==> config.mk <==
export PLATFORM = sky130hd
export DESIGN_NAME = result_writer
export DESIGN_NICKNAME = d
export VERILOG_FILES = /design/src/rtl/result_writer.sv
export SDC_FILE = /design/constraint.sdc
export NUM_CORES = 1
export LEC_CHECK = 0
export ABC_AREA = 1
export CAP_MARGIN = 5
export CORE_MARGIN = 1.5
export CORE_UTILIZATION = 55
export DETAILED_ROUTE_END_ITERATION = 12
export HOLD_SLACK_MARGIN = 0.06
export PLACE_DENSITY = 0.86
export SLEW_MARGIN = 25
export SYNTH_ARGS = -nofsm -noshare
export SYNTH_HDL_FRONTEND = slang
export SYNTH_SLANG_ARGS = --single-unit
export TNS_END_PERCENT = 1
==> constraint.sdc <==
create_clock -name clk -period 6 [get_ports clk]
set_input_delay 0.6 -clock clk [delete_from_list [all_inputs] [get_ports clk]]
set_output_delay 0.6 -clock clk [all_outputs]
set_load 0.01 [all_outputs]
==> src/rtl/result_writer.sv <==
// -----------------------------------------------------------------------------
// result_writer
//
// Buffers 4-result groups from the MAC stage and writes them one word per cycle
// into the result RAM. Each matrix occupies one 16-word page: the address is
// {mat_idx, res_idx}. Once the last group of a matrix has been written, a
// single-cycle done pulse is raised and the next page is selected.
//
// Ports
//   clk, rst        clock (rising edge), asynchronous active-low reset
//   web_in          strobe: mu1..mu4 hold a result group to capture
//   alu_done_in     strobe: the last group of the current matrix has been issued
//   mu1..mu4        18-bit unsigned results
//   ram_csn/ram_wen result RAM chip select / write enable, active-low
//   ram_addr        result RAM word address {mat_idx, res_idx}
//   ram_wdata       zero-extended result word
//   busy            FIFO non-empty, write in progress, or done pending
//   done            one-cycle pulse when a matrix is completely written
//   ovf             sticky: a group was dropped because the FIFO was full
// -----------------------------------------------------------------------------
module result_writer #(
    parameter int FIFO_DEPTH = 2,
    parameter int ADDR_W     = 8
) (
    input  logic              clk,
    input  logic              rst,
    input  logic              web_in,
    input  logic              alu_done_in,
    input  logic [17:0]       mu1,
    input  logic [17:0]       mu2,
    input  logic [17:0]       mu3,
    input  logic [17:0]       mu4,
    output logic              ram_csn,
    output logic              ram_wen,
    output logic [ADDR_W-1:0] ram_addr,
    output logic [31:0]       ram_wdata,
    output logic              busy,
    output logic              done,
    output logic              ovf
);

    localparam int PTR_W = (FIFO_DEPTH > 1) ? $clog2(FIFO_DEPTH) : 1;
    localparam int CNT_W = $clog2(FIFO_DEPTH + 1);
    localparam logic [PTR_W-1:0] LAST_PTR = PTR_W'(FIFO_DEPTH - 1);
    localparam logic [CNT_W-1:0] FULL_CNT = CNT_W'(FIFO_DEPTH);
    localparam logic [CNT_W-1:0] ONE_CNT  = CNT_W'(1);

    // Element [0] is mu1, so beat b reads element [b].
    typedef logic [3:0][17:0] group_t;
    typedef enum logic {IDLE, WRITE} state_t;

    group_t           mem [FIFO_DEPTH];
    logic [PTR_W-1:0] rd_ptr, wr_ptr, rd_next;
    logic [CNT_W-1:0] count;
    state_t           state;
    logic [1:0]       beat;
    logic [3:0]       mat_idx, res_idx;
    logic             done_pending;

    group_t grp_in, head, next_head;
    logic   full, empty, push, pop, more;

    function automatic logic [PTR_W-1:0] ptr_inc(input logic [PTR_W-1:0] p);
        return (p == LAST_PTR) ? '0 : p + 1'b1;
    endfunction

    assign grp_in    = {mu4, mu3, mu2, mu1};
    assign full      = (count == FULL_CNT);
    assign empty     = (count == '0);
    assign push      = web_in && !full;
    assign pop       = (state == WRITE) && (beat == 2'd3);
    assign rd_next   = ptr_inc(rd_ptr);
    assign head      = mem[rd_ptr];
    assign next_head = mem[rd_next];
    // Chaining into the next group only considers groups already stored; a
    // group arriving on the pop edge starts one cycle later via IDLE, the same
    // latency as a push into an empty FIFO.
    assign more      = (count > ONE_CNT);

    assign busy = !empty || (state == WRITE) || done_pending;

    // Group storage carries no reset; occupancy is tracked by count/pointers.
    always_ff @(posedge clk) begin
        if (push) mem[wr_ptr] <= grp_in;
    end

    always_ff @(posedge clk or negedge rst) begin
        if (!rst) begin
            rd_ptr       <= '0;
            wr_ptr       <= '0;
            count        <= '0;
            state        <= IDLE;
            beat         <= 2'd0;
            mat_idx      <= 4'd0;
            res_idx      <= 4'd0;
            done_pending <= 1'b0;
            ram_csn      <= 1'b1;
            ram_wen      <= 1'b1;
            ram_addr     <= '0;
            ram_wdata    <= '0;
            done         <= 1'b0;
            ovf          <= 1'b0;
        end else begin
            // FIFO bookkeeping: a simultaneous push and pop leaves count as is.
            if (push) wr_ptr <= ptr_inc(wr_ptr);
            if (pop)  rd_ptr <= rd_next;
            case ({push, pop})
                2'b10:   count <= count + 1'b1;
                2'b01:   count <= count - 1'b1;
                default: count <= count;
            endcase
            if (web_in && full) ovf <= 1'b1;

            done <= 1'b0;
            // A repeated strobe while pending is absorbed: it sets a bit that
            // is already set, and the clear below wins on the firing edge.
            if (alu_done_in) done_pending <= 1'b1;

            case (state)
                IDLE: begin
                    if (!empty) begin
                        state     <= WRITE;
                        beat      <= 2'd0;
                        ram_csn   <= 1'b0;
                        ram_wen   <= 1'b0;
                        ram_addr  <= ADDR_W'({mat_idx, res_idx});
                        ram_wdata <= {14'b0, head[0]};
                        res_idx   <= res_idx + 4'd1;
                    end else if (done_pending) begin
                        // Checked only in IDLE with an empty FIFO, so a group
                        // captured with the done strobe is written first.
                        done         <= 1'b1;
                        done_pending <= 1'b0;
                        mat_idx      <= mat_idx + 4'd1;
                        res_idx      <= 4'd0;
                    end
                end
                WRITE: begin
                    if (beat != 2'd3) begin
                        beat      <= beat + 2'd1;
                        ram_addr  <= ADDR_W'({mat_idx, res_idx});
                        ram_wdata <= {14'b0, head[beat + 2'd1]};
                        res_idx   <= res_idx + 4'd1;
                    end else if (more) begin
                        beat      <= 2'd0;
                        ram_addr  <= ADDR_W'({mat_idx, res_idx});
                        ram_wdata <= {14'b0, next_head[0]};
                        res_idx   <= res_idx + 4'd1;
                    end else begin
                        // Address and data hold their last values in IDLE.
                        state   <= IDLE;
                        beat    <= 2'd0;
                        ram_csn <= 1'b1;
                        ram_wen <= 1'b1;
                    end
                end
                default: state <= IDLE;
            endcase
        end
    end

endmodule

==> run metrics <==
placed cell count=1119; Leakage=4.43 nW; Root Driver=clkbuf_16; post-DP HPWL=11900 um; Final setup viols=0; RSZ-0062 raised after global routing=false; Slew Limit Headroom=36.7%; die area=16200 um2; Post-CTS Setup Bufs=0; all-layer global routing usage=24.4%; Placer Congestion=0.785; most numerous cell in the Yosys netlist=nand2_1; Hold Buf Count CTS=0; via-per-instance ratio=5.47; DRT antenna net count=0; Critical Path RT=5.40 ns; Finished Cell Area=10200 um2; sequential area share after synthesis=64.2%; r2r setup slk=3.52 ns; top-area cell type share of the netlist area=50.9%; CTS resizes=0; worst setup margin=3.10 ns; #FFs+latches synth=189; HP Class=input pin to async pin; Worst-Skew Late Latency=0.44 ns; die height=127 um; pre-CTS WS=3.23 ns; CP max-delay cell=inv_2; routed via count=6295; total power=5.48 mW; layout cells sized above 1=5.50%; Synth Instances=862; maximum clock rate=345 MHz; synthesized area=8490 um2; Fin. Hold Viols=0; Antenna Cells=0; largest net degree at the start of global routing=92; drt initial violations=732; vias in the first global route=6090; Worst-path clk slew=0.06 ns; Inserted Clock Buffers=17; Crit Path Category=flip-flop to output pin; Startpoint Class=flip-flop; io pins=121; Distinct cells, synth=28; Commonest cells post-synth=nand2_1, edfxtp_1, nand3_1, inv_1, dfrtp_1; Crit path arrival time=2.30 ns; Core ar.=15100 um2; Max Cap Viol=0; routed wire length=19000 um; fillers=1057; htree depth=4; Post-synth EDFFs=144; CTS max path bufs=2; Cell Area, Placed=9560 um2; Area Overhead vs Synth=19.9%; status=finished, final reports clean; Initial Util=56.1%; Peak supply drop=0.299 mV; Final Core Density=67.3%; Avg Cell Area, Syn=9.85 um2; Die W=127 um; ranking of synthesized cells by area=edfxtp_1, nand2_1, dfrtp_1; Num Clock Sinks=189; final hold slack=0.168 ns; CTS tree=done; DRC viols=0; grt total ovfl=0; asr flop ratio synth=23.8%; crit share post-route=48.3%; Slew Limit Fails=0; Synth area leader=edfxtp_1; PwrDens=538 nW/um2; first-pass GRT wire length=30000 um; Cell Chain, Critical Path=inv_2 -> nand2_2 -> inv_1 -> nand2_1 -> clkdlybuf4s50_1; crit-path max cell delay=0.52 ns; Least-Margin Pin Slew=0.946 ns; IO buf count=106; FP Rows=45; Crit Path Max Fanout=38; min Tclk post-route=2.90 ns; Pre-Repair DR Iteration Count=6; endpoint class of the critical path=output pin; Post-layout nets=1033; Non-Filler Instances=1151; Most used DFF post-synth=edfxtp_1; drt wl/cell=16.5 um; synth warn=0; initial antenna violation count=0; sum of negative setup slack=0 ns; Clock Skews=0.00955 ns
where the power goes:
part / total (mW) / switching [mW] / internal (mW)
clock network: 1.18 / 0.483 / 0.697
registers: 2.03 / 0.189 / 1.84
logic: 2.27 / 1.48 / 0.789
routing by layer:
| metal | vias up | GRT usage, % | routed length, um |
|---|---|---|---|
| met1 | 2956 | 31.1 | 7140 |
| met3 | 51 | 4.56 | 1660 |
| met2 | 326 | 40.9 | 9460 |
| met4 | 0 | 10.9 | 707 |
| li1 | 2962 | - | - |
| met5 | - | 0 | 0 |
worst paths after layout:
path	startpoint	end	cells past startpoint
worst max-delay path	state$_DFF_PN0_	busy	5
worst min-delay path	rst	done$_DFF_PN0_	1
worst max register to register	state$_DFF_PN0_	ram_addr[0]$_DFFE_PN0P_	6
worst min register to register	ovf$_DFFE_PN0P_	ovf$_DFFE_PN0P_	1
max in group asynchronous	rst	rd_ptr$_DFFE_PN0N_	1
min in group clk	ovf$_DFFE_PN0P_	ovf$_DFFE_PN0P_	1
cell usage in the layout (no fill, tap or decap), types with 2 or more instances in the layout:
master | synthesis | routed
ha_1 | 7 | 7
o21ai_0 | 13 | 13
conb_1 | 1 | 14
nand3_1 | 109 | 109
dfrtp_1 | 44 | 43
xor2_1 | 5 | 5
clkdlybuf4s50_1 | 0 | 105
clkinvlp_4 | 0 | 5
inv_6 | 1 | 2
nor2_1 | 9 | 7
inv_2 | 4 | 5
buf_16 | 0 | 2
inv_1 | 90 | 89
nor2_4 | 0 | 2
nand2_2 | 3 | 3
a21oi_1 | 18 | 18
buf_4 | 24 | 6
xnor2_1 | 2 | 2
bufinv_16 | 0 | 4
clkinv_4 | 0 | 2
clkbuf_16 | 0 | 17
edfxtp_1 | 144 | 144
a31oi_1 | 18 | 18
nand2_1 | 330 | 330
worst max-delay path, delay by kind of cell (launching register included):
| kind | cells | cell delay (ns) |
|---|---|---|
| simple gates | 2 | 0.29 |
| buf+inv | 3 | 1.15 |
| flops | 1 | 0.42 |
sequential cells by signal, summed over array words and instances, names as in the netlist:
register and cells:
beat 2, count 2, done 1, done_pending 1, mat_idx 4, mem 144, ovf 1, ram_addr 8
ram_wdata 18, ram_wen 1, rd_ptr 1, res_idx 4, state 1, wr_ptr 1
cell families (layout without fill, tap and decap cells):
logic type               count (synthesis)  count (layout)  synth area share [%]
AND/OR/NAND/NOR                        455             455                  22.0
AO/OA/AOI/OAI                           51              51                  3.33
buffers and inverters                  152             240                  8.72
flip-flops                             189             189                  64.2
XOR/XNOR                                 7               7                 0.722
other                                    1              14                0.0441
adder cells (fa/ha/maj)                  7               7                  1.03
cell type report:
class                           count  area [um2]  share of cell area, %
Tap cell                          188         235                   2.31
Multi-Input combinational cell    534        2370                   23.2
Clock buffer                       18         429                   4.21
Timing Repair Buffer              113        1150                   11.3
Clock inverter                     14         193                   1.89
Sequential cell                   189        5450                   53.5
Inverter                           95         362                   3.55
Note: power is estimated with default switching activity, not from simulation.
